===== src/rtl/mips_mc_pkg.sv =====
// Shared encodings for the multi-cycle MIPS control unit: opcodes, functs,
// FSM state codes and datapath select codes.
package mips_mc_pkg;

    localparam logic [5:0] OP_RTYPE = 6'b000000;
    localparam logic [5:0] OP_LW    = 6'b100011;
    localparam logic [5:0] OP_SW    = 6'b101011;
    localparam logic [5:0] OP_BEQ   = 6'b000100;
    localparam logic [5:0] OP_BNE   = 6'b000101;
    localparam logic [5:0] OP_J     = 6'b000010;
    localparam logic [5:0] OP_ADDI  = 6'b001000;
    localparam logic [5:0] OP_ANDI  = 6'b001100;
    localparam logic [5:0] OP_ORI   = 6'b001101;
    localparam logic [5:0] OP_SLTI  = 6'b001010;

    localparam logic [5:0] FN_ADD = 6'b100000;
    localparam logic [5:0] FN_SUB = 6'b100010;
    localparam logic [5:0] FN_AND = 6'b100100;
    localparam logic [5:0] FN_OR  = 6'b100101;
    localparam logic [5:0] FN_SLT = 6'b101010;

    typedef enum logic [3:0] {
        S_FETCH    = 4'd0,
        S_DECODE   = 4'd1,
        S_MEMADR   = 4'd2,
        S_MEMRD    = 4'd3,
        S_MEMWB    = 4'd4,
        S_MEMWR    = 4'd5,
        S_RTYPE_EX = 4'd6,
        S_ALUWB    = 4'd7,
        S_BRANCH   = 4'd8,
        S_JUMP     = 4'd9,
        S_IMM_EX   = 4'd10,
        S_IMM_WB   = 4'd11,
        S_FAULT    = 4'd15
    } state_e;

    typedef enum logic [2:0] {
        ALU_AND = 3'b000,
        ALU_OR  = 3'b001,
        ALU_ADD = 3'b010,
        ALU_SUB = 3'b110,
        ALU_SLT = 3'b111
    } alu_ctrl_e;

    typedef enum logic [1:0] {
        SRCB_B      = 2'b00,
        SRCB_FOUR   = 2'b01,
        SRCB_IMM    = 2'b10,
        SRCB_IMM_SH = 2'b11
    } srcb_e;

    typedef enum logic [1:0] {
        PCS_ALU    = 2'b00,
        PCS_ALUOUT = 2'b01,
        PCS_JUMP   = 2'b10
    } pcsrc_e;

endpackage


===== src/rtl/mips_alu_decoder.sv =====
// Combinational ALU operation decode: R-type funct or I-type opcode to
// ALUControl/ExtOp, with an illegal flag for unsupported encodings.
module mips_alu_decoder
    import mips_mc_pkg::*;
#(
    parameter int unsigned ENABLE_IMM = 1
) (
    input  logic [5:0] opcode_i,
    input  logic [5:0] funct_i,
    output logic [2:0] alu_ctrl_o,
    output logic       ext_op_o,
    output logic       illegal_o
);

    always_comb begin
        alu_ctrl_o = ALU_ADD;
        ext_op_o   = 1'b0;
        illegal_o  = 1'b0;
        if (opcode_i == OP_RTYPE) begin
            case (funct_i)
                FN_ADD:  alu_ctrl_o = ALU_ADD;
                FN_SUB:  alu_ctrl_o = ALU_SUB;
                FN_AND:  alu_ctrl_o = ALU_AND;
                FN_OR:   alu_ctrl_o = ALU_OR;
                FN_SLT:  alu_ctrl_o = ALU_SLT;
                default: illegal_o  = 1'b1;
            endcase
        end else if (ENABLE_IMM != 0) begin
            // Logical immediates zero-extend; arithmetic ones sign-extend.
            case (opcode_i)
                OP_ADDI: alu_ctrl_o = ALU_ADD;
                OP_SLTI: alu_ctrl_o = ALU_SLT;
                OP_ANDI: begin
                    alu_ctrl_o = ALU_AND;
                    ext_op_o   = 1'b1;
                end
                OP_ORI: begin
                    alu_ctrl_o = ALU_OR;
                    ext_op_o   = 1'b1;
                end
                default: illegal_o = 1'b1;
            endcase
        end else begin
            illegal_o = 1'b1;
        end
    end

endmodule


===== src/rtl/mips_mc_control.sv =====
// Multi-cycle MIPS control FSM with memory-ready handshake, memory watchdog
// and sticky fault state.
module mips_mc_control
    import mips_mc_pkg::*;
#(
    parameter int unsigned ENABLE_IMM  = 1,
    parameter int unsigned MEM_TIMEOUT = 16,
    parameter int unsigned TO_W        = 5
) (
    input  logic       clk,
    input  logic       reset,
    input  logic [5:0] opcode,
    input  logic [5:0] funct,
    input  logic       zero,
    input  logic       mem_ready,
    output logic       PCWrite,
    output logic       PCWriteCond,
    output logic       IorD,
    output logic       MemRead,
    output logic       MemWrite,
    output logic       IRWrite,
    output logic       RegDst,
    output logic       MemtoReg,
    output logic       RegWrite,
    output logic       ALUSrcA,
    output logic       ExtOp,
    output logic [1:0] ALUSrcB,
    output logic [1:0] PCSource,
    output logic [2:0] ALUControl,
    output logic       pc_en,
    output logic       fault,
    output logic [3:0] state
);

    localparam logic [TO_W-1:0] WD_LIMIT = TO_W'((MEM_TIMEOUT == 0) ? 0 : MEM_TIMEOUT - 1);

    state_e          state_q, state_d;
    logic [TO_W-1:0] wd_q, wd_d;

    logic [2:0] dec_alu;
    logic       dec_ext;
    logic       dec_illegal;
    logic       mem_state;
    logic       wd_expire;
    logic       branch_ne;

    logic pc_write, pc_write_cond, mem_read, mem_write, ir_write, reg_write;

    mips_alu_decoder #(
        .ENABLE_IMM(ENABLE_IMM)
    ) u_alu_dec (
        .opcode_i  (opcode),
        .funct_i   (funct),
        .alu_ctrl_o(dec_alu),
        .ext_op_o  (dec_ext),
        .illegal_o (dec_illegal)
    );

    assign mem_state = (state_q == S_FETCH) || (state_q == S_MEMRD) || (state_q == S_MEMWR);
    assign wd_expire = (MEM_TIMEOUT != 0) && mem_state && !mem_ready && (wd_q == WD_LIMIT);
    assign branch_ne = (opcode == OP_BNE);

    always_comb begin
        state_d       = state_q;
        pc_write      = 1'b0;
        pc_write_cond = 1'b0;
        mem_read      = 1'b0;
        mem_write     = 1'b0;
        ir_write      = 1'b0;
        reg_write     = 1'b0;
        IorD          = 1'b0;
        RegDst        = 1'b0;
        MemtoReg      = 1'b0;
        ALUSrcA       = 1'b0;
        ExtOp         = 1'b0;
        ALUSrcB       = SRCB_B;
        PCSource      = PCS_ALU;
        ALUControl    = ALU_ADD;

        case (state_q)
            S_FETCH: begin
                mem_read = 1'b1;
                ALUSrcB  = SRCB_FOUR;
                ir_write = mem_ready;
                pc_write = mem_ready;
                if (mem_ready) state_d = S_DECODE;
            end
            S_DECODE: begin
                ALUSrcB = SRCB_IMM_SH;
                case (opcode)
                    OP_RTYPE:                         state_d = S_RTYPE_EX;
                    OP_LW, OP_SW:                     state_d = S_MEMADR;
                    OP_BEQ, OP_BNE:                   state_d = S_BRANCH;
                    OP_J:                             state_d = S_JUMP;
                    OP_ADDI, OP_ANDI, OP_ORI, OP_SLTI:
                        state_d = (ENABLE_IMM != 0) ? S_IMM_EX : S_FAULT;
                    default:                          state_d = S_FAULT;
                endcase
            end
            S_MEMADR: begin
                ALUSrcA = 1'b1;
                ALUSrcB = SRCB_IMM;
                state_d = (opcode == OP_SW) ? S_MEMWR : S_MEMRD;
            end
            S_MEMRD: begin
                mem_read = 1'b1;
                IorD     = 1'b1;
                if (mem_ready) state_d = S_MEMWB;
            end
            S_MEMWB: begin
                MemtoReg  = 1'b1;
                reg_write = 1'b1;
                state_d   = S_FETCH;
            end
            S_MEMWR: begin
                mem_write = 1'b1;
                IorD      = 1'b1;
                if (mem_ready) state_d = S_FETCH;
            end
            S_RTYPE_EX: begin
                ALUSrcA    = 1'b1;
                ALUControl = dec_alu;
                state_d    = dec_illegal ? S_FAULT : S_ALUWB;
            end
            S_ALUWB: begin
                RegDst    = 1'b1;
                reg_write = 1'b1;
                state_d   = S_FETCH;
            end
            S_BRANCH: begin
                ALUSrcA       = 1'b1;
                ALUControl    = ALU_SUB;
                PCSource      = PCS_ALUOUT;
                pc_write_cond = 1'b1;
                state_d       = S_FETCH;
            end
            S_JUMP: begin
                PCSource = PCS_JUMP;
                pc_write = 1'b1;
                state_d  = S_FETCH;
            end
            S_IMM_EX: begin
                ALUSrcA    = 1'b1;
                ALUSrcB    = SRCB_IMM;
                ALUControl = dec_alu;
                ExtOp      = dec_ext;
                state_d    = S_IMM_WB;
            end
            S_IMM_WB: begin
                reg_write = 1'b1;
                state_d   = S_FETCH;
            end
            S_FAULT: state_d = S_FAULT;
            default: state_d = S_FAULT;
        endcase

        // A late ready on the limit cycle keeps wd_expire low, so the access completes.
        if (wd_expire) state_d = S_FAULT;
    end

    always_comb begin
        wd_d = wd_q;
        if (state_d != state_q) begin
            wd_d = '0;
        end else if (mem_state && !mem_ready) begin
            wd_d = wd_q + 1'b1;
        end
    end

    always_ff @(posedge clk or negedge reset) begin
        if (!reset) begin
            state_q <= S_FETCH;
            wd_q    <= '0;
        end else begin
            state_q <= state_d;
            wd_q    <= wd_d;
        end
    end

    // Strobes are masked by the reset level so an aborted access never leaks out.
    assign PCWrite     = reset & pc_write;
    assign PCWriteCond = reset & pc_write_cond;
    assign MemRead     = reset & mem_read;
    assign MemWrite    = reset & mem_write;
    assign IRWrite     = reset & ir_write;
    assign RegWrite    = reset & reg_write;
    assign pc_en       = reset & (pc_write | (pc_write_cond & (zero ^ branch_ne)));
    assign fault       = (state_q == S_FAULT);
    assign state       = state_q;

endmodule


===== config.mk =====
export PLATFORM = sky130hd
export DESIGN_NAME = mips_mc_control
export DESIGN_NICKNAME = d
export VERILOG_FILES = /design/src/rtl/mips_mc_pkg.sv /design/src/rtl/mips_alu_decoder.sv /design/src/rtl/mips_mc_control.sv
export SDC_FILE = /design/constraint.sdc
export NUM_CORES = 1
export LEC_CHECK = 0
export ABC_AREA = 1
export CAP_MARGIN = 20
export CORE_UTILIZATION = 46
export DETAILED_ROUTE_END_ITERATION = 10
export PLACE_DENSITY_LB_ADDON = 0.1
export SYNTH_ARGS = -nofsm -noshare
export SYNTH_HDL_FRONTEND = slang
export SYNTH_SLANG_ARGS = --single-unit

===== constraint.sdc =====
create_clock -name clk -period 1.98 [get_ports clk]
set_input_delay 0.396 -clock clk [delete_from_list [all_inputs] [get_ports clk]]
set_output_delay 0.396 -clock clk [all_outputs]
set_load 0.03 [all_outputs]

* After elaboration in Yosys (flattened, before gate mapping)
Index checks and enable logic that the tools add are counted.
** Operators by class
- Bitwise operators :: 10
- Muxes and demuxes :: 32
- Reduce and logical (&&, ||, !) cells :: 20
- Equal/unequal tests :: 28
- $add $sub $neg :: 1
** Operator list (count)
- 6-bit equality test, second input constant :: 7
- 4-bit one-hot mux with 8 select lines :: 1
- 6-bit by 4-bit equality test with 1-bit output, second input constant :: 4
- 4-bit equality test, second input constant :: 5
- 4-bit 2-to-1 mux :: 5
- 4-bit one-hot mux with 5 select lines :: 1
- 4-bit by 3-bit equality test with 1-bit output, second input constant :: 4
- 1-bit 2-to-1 mux :: 15
- 2-bit OR reduction :: 7
- 6-bit by 3-bit equality test with 1-bit output, second input constant :: 2
- 3-bit one-hot mux with 4 select lines :: 1
- 5-bit 2-to-1 mux :: 2
- 5-bit OR reduction :: 2
- 3-bit one-hot mux with 3 select lines :: 1
- 1-bit AND :: 8
- 4-bit by 2-bit equality test with 1-bit output, second input constant :: 2
- 4-bit OR reduction :: 2
- 6-bit by 2-bit equality test with 1-bit output, second input constant :: 1
- 6-bit logical NOT :: 1
- 3-bit 2-to-1 mux :: 2
- 2-bit one-hot mux with 3 select lines :: 1
- 3-bit one-hot mux with 2 select lines :: 1
- 5-bit by 1-bit adder with 5-bit output, second input constant :: 1
- 5-bit by 4-bit equality test with 1-bit output, second input constant :: 1
- 12 further kinds :: 14
** Word-level totals
- Logic and storage cells :: 93
- Flip-flop bits (word level) :: 9
- Output and inout port bits :: 24

* Depth between registers and ports, before layout
- Depth after elaboration :: 9
- Gate-level depth with buffers :: 14
- Depth with buffers taken out :: 14

* By module
Synthesis repeated with hierarchy kept, for this count alone.
** Second synthesis, totals
- Cells, all modules :: 226
- Area total of the unflattened synthesis :: 1188.6 sq um
** Modules (own cells, without submodules)
- mips_mc_control :: times used 1, cells each 175, area an instance 968.4 sq um, seq. area each 225.2 sq um
- mips_alu_decoder :: times used 1, cells each 51, area an instance 220.2 sq um, seq. area each 0.0 sq um

* Least setup slack after synthesis
Ideal clock, no wire load.
- Path kind :: register to output
- Start point :: register state_q[1], in the netlist state[1]
- End point :: output pc_en
- Path buffers :: 0
- Data required time :: 1584 ps
- Cell stages (with the launch flop) :: 8
- Path slack :: -849 ps
- Arrival time :: 2433 ps
- Path through :: dfrtp_1 > nor2_1 > inv_1 > nor2_1 > inv_1 > nor2_1 > inv_1 > o22ai_1
** Between the ends
- Word-level cells in the longest chain between the ends :: 5
- Elaborated cells on any way between the ends :: 8
- Those cells by class :: 2 x eq/ne; 2 x mux; 3 x bitwise; 1 x reduce/logical
** Ends and longest elaborated chain
- start: declaration :: RTL line mips_mc_control.sv:37 : state_e state_q, state_d;
- start signal: assignment :: RTL line mips_mc_control.sv:175 : state_q <= state_d;
- 4-bit equality test :: RTL line mips_mc_control.sv:80 : case (state_q)
- 1-bit 2-to-1 mux :: RTL line mips_mc_control.sv:80
- 1-bit AND :: RTL line mips_mc_control.sv:187 : assign pc_en = reset & (pc_write | (pc_write_cond & (zero ^ branch_ne)));
- 1-bit bitwise OR (*) :: RTL line mips_mc_control.sv:187
- 1-bit AND (*) :: RTL line mips_mc_control.sv:187
- end: declaration :: RTL line mips_mc_control.sv:30 : output logic pc_en,
Mark *: on every way between the ends. The rest lies on a longest branch, timed or not.

* Worst setup path in the final report
- Start point :: register state_q[3], in the netlist state[3]
- End point :: output ALUControl[0]
** Between the ends
- Word-level cells in the longest chain between the ends :: 3
- Elaborated cells on any way between the ends :: 5
- Those cells by class :: 3 x eq/ne; 1 x mux; 1 x reduce/logical
** Ends and longest elaborated chain
- 4-bit equality test / 4-bit by 3-bit equality test with 1-bit output (equally long branches) :: RTL line mips_mc_control.sv:80
- 2-bit OR reduction (no line)
- 3-bit one-hot mux with 2 select lines (*) :: RTL line mips_mc_control.sv:80
- end: declaration :: RTL line mips_mc_control.sv:29 : output logic [2:0] ALUControl,
Marks and branches as above.

==> results by group <==
Synth
  • Post-synthesis instance total: about 200
  • #FFs+latches synth: 9
  • Seq/Total Area, Yosys: 18.8%
  • Syn_nets: 219
  • Mapped cell area: 1200 µm²
  • Unique cell type count in the Yosys netlist: 27
  • Avg Cell Area, Syn: 5.96 µm²
  • Synth Warn #: 0

STA
  • Fin crit period: 2.03 ns
  • Final hold slack: 0.450 ns
  • Max-slew violations: 0
  • Worst-margin pin slew: 0.326 ns
  • Period utilization: 102%
  • RSZ-0062 raised after global routing: true
  • Final setup TNS: -0.0852 ns
  • Clock skew: 0.000613 ns
  • Max Fclk: 493 MHz
  • Fin worst setup slack: -0.0491 ns
  • # setup viols final: 4
  • Final Hold Violating Endpoints: 0
  • Slew margin rel.: 78.4%

Route
  • Routed via count: 1587
  • WL final: 4.05 mm
  • Post-route DRC violation count: 0
  • Final ANT Viol Nets: 0
  • DRT Pass-1 Iters: 4
  • DR iter-0 viols: 27
  • WL/cell: approximately 13 µm
  • Vias per std cell: 5.17

Clock tree
  • Clk buf depth: 2
  • TritonCTS clock tree: yes
  • Clock slew at reported path FFs: 0.06 ns
  • Hold Buf Count CTS: 0
  • Cts bufs inserted: 3
  • H-Tree Depth: 1
  • Clk_lat worst skew: 0.26 ns
  • Sink Count: 9
  • Clock Tree Root: clkbuf_4

Worst setup path
  • CP startpoint kind: flip-flop
  • CP max FO: 6
  • Crit path from: state[3]
  • Critical path endpoint category: output port
  • Crit path arrival time: 1.63 ns
  • Critical path destination: ALUControl[0]
  • Setup CP Type: reg -> out
  • Reg2Reg Setup Slack: roughly 0.1 ns
  • FF-to-FF Start: state[1]
  • Register-to-Register Path Depth: 13
  • Crit path required time: 1.58 ns
  • Worst reg2reg endpoint: wd_q[3]

Worst hold path
  • Hold/Removal Path Class: in -> async

Power and ir drop
  • Share of power burned in registers: 42.4%
  • Internal power: 0.306 mW
  • Clock share of power: 33.9%
  • Switch share: about 29%
  • Pwr Density: ~210 nW/µm²
  • Logic gate share of total power: 23.7%
  • Sw power: between 0.1 and 0.15 mW
  • Highest ir drop seen on vdd: 378 µV
  • Leakage power: 1.05 nW

Global route
  • First-pass GRT wire length: approximately 5.7 mm
  • Initial antenna violation count: 0
  • Layer with the highest usage: met2
  • Met2 usage: between 40% and 50%
  • Vias in the first global route: 1355
  • Tot GR Track Use: a little over a quarter
  • Met1 Use GR: 33.9%
  • Largest net degree at the start of global routing: 11
  • Total gr overflow: 0
  • Met3 usage: 3.16%

Die
  • Row count: 18
  • Die Span Y: between 50 and 60 µm
  • Placeable Area: 2480 µm²
  • IO Pins: 40
  • Horiz. Die Dim: 53.0 µm
  • Initial core utilization: between 40% and 50%
  • Die ar.: 2810 µm²

Finish
  • Non-Filler Instances: 307
  • Share of post-route cells with drive strength above 1: between 40% and 50%
  • Ant diodes: 0
  • Area delta synth->final: 74.2%
  • # nets final: around 300
  • Fin area: between 2000 and 2500 µm²
  • Fill cells: 162

Placement
  • Placed Area: 1780 µm²
  • Placement Setup Slack: -0.245 ns
  • Hpwl dp: 2.45 mm
  • GP Congestion: a little over 0.9
  • Port bufs: 39
  • Dpl cells: 288

Status
  • Outcome: complete, but fails checks
  • Failing checks: setup timing

Flow run
  • Number of max-cap violations: 0
[power groups by stage]
stage / sequential [mW] / combinational (mW) / clock (mW)
4_1_cts: 0.184 / 0.0931 / 0.151
5_1_grt: 0.184 / 0.112 / 0.158
3_3_place_gp: 0.187 / 0.0855 / 0
6_report: 0.184 / 0.103 / 0.147
2_1_floorplan: 0.187 / 0.0320 / 0
3_5_place_dp: 0.187 / 0.0863 / 0
[how the worst min path moves through the flow]
stage                       start       end  slack, ns  cells after the start
after floorplan             reset  state[0]       0.10                      0
after global placement    wd_q[2]   wd_q[2]       0.58                      3
after detailed placement  wd_q[2]   wd_q[2]       0.57                      3
after CTS                   reset  state[2]       0.45                      2
after global routing        reset  state[2]       0.47                      2
final                       reset  state[2]       0.45                      2
[area by class of cell]
cell class | count | area [µm²] | area share [%]
multi-input combinational | 155 | 1030 | 49.3
timing repair buffer | 72 | 626 | 30.0
sequential | 9 | 230 | 11.0
inverter | 37 | 139 | 6.65
tap | 30 | 37.5 | 1.80
clock buffer | 4 | 26.3 | 1.26
[repair_timing]
item                                    CTS  global route
endpoints found under the setup margin   14            17
resized for setup                        51            29
cloned                                    0             0
pin swaps                                12            13
setup buffers                            12             4
[stage by stage]
step	total power [mW]	util (%)
6_report	0.434	84.3
5_1_grt	0.454	84.3
4_1_cts	0.428	80.6
3_5_place_dp	0.274	71.7
3_3_place_gp	0.273	71.7
2_1_floorplan	0.219	-
[per-layer routing]
metal | up-vias | wire length, µm
met5 | - | 0
met4 | 0 | 91
met3 | 14 | 299
met2 | 72 | 1950
met1 | 710 | 1700
li1 | 791 | -
[worst max-delay path, stage by stage (launching register included)]
cell and delay, ns:
dfrtp_2 0.49, nor2_4 0.07, buf_6 0.14, buf_12 0.12
nor2_4 0.13, nand3b_1 0.10, a32oi_2 0.17, buf_6 0.16
[Yosys cell counts, drive strengths merged]
library cell,number,area share (%)
a32oi,1,0.73
a21oi,2,0.84
ha,2,2.1
nand3,21,11
nand4,7,3.7
inv,36,11
nor3,8,5.4
a31oi,1,0.52
clkinv,1,0.31
nand3b,1,0.63
dfrtp,9,19
xnor2,2,1.5
nand2,59,23
o21ai,5,2.1
o21a,1,0.63
nor2,41,15
xor2,2,1.5
o22ai,1,0.52
and3,1,0.52
[cell usage in the layout, fill, tap and decap left out, types with 2 or more instances in the layout]
cell             instances
a21oi_1                  2
buf_4                   37
buf_6                    8
clkbuf_4                 3
clkdlybuf4s50_1          8
dfrtp_1                  5
dfrtp_2                  4
dlygate4sd2_1           14
dlymetal6s2s_1           2
ha_1                     2
inv_1                   24
inv_2                   13
nand2_1                 40
nand2_2                 14
nand2_4                  5
nand3_1                 10
nand3_2                  7
nand3_4                  4
nand4_1                  7
nor2_1                  25
nor2_2                   7
nor2_4                   9
nor3_1                   2
nor3_2                   6
o21ai_0                  2
o21ai_2                  3
xnor2_1                  2
[flip-flops by register name (all words and copies together), names as in the netlist]
| name | cells |
|---|---|
| state | 4 |
| wd_q | 5 |
[logic make-up (layout without fill, tap and decap cells)]
family | after synthesis | count (layout) | share of synthesized area, %
AO/OA/AOI/OAI | 11 | 11 | 5.32
adder cells (fa/ha/maj) | 2 | 2 | 2.09
XOR/XNOR | 4 | 4 | 2.92
flip-flops | 9 | 9 | 18.8
buffers and inverters | 37 | 113 | 11.6
AND/OR/NAND/NOR | 138 | 138 | 59.3
No activity file was read; power rests on OpenSTA's default activity.
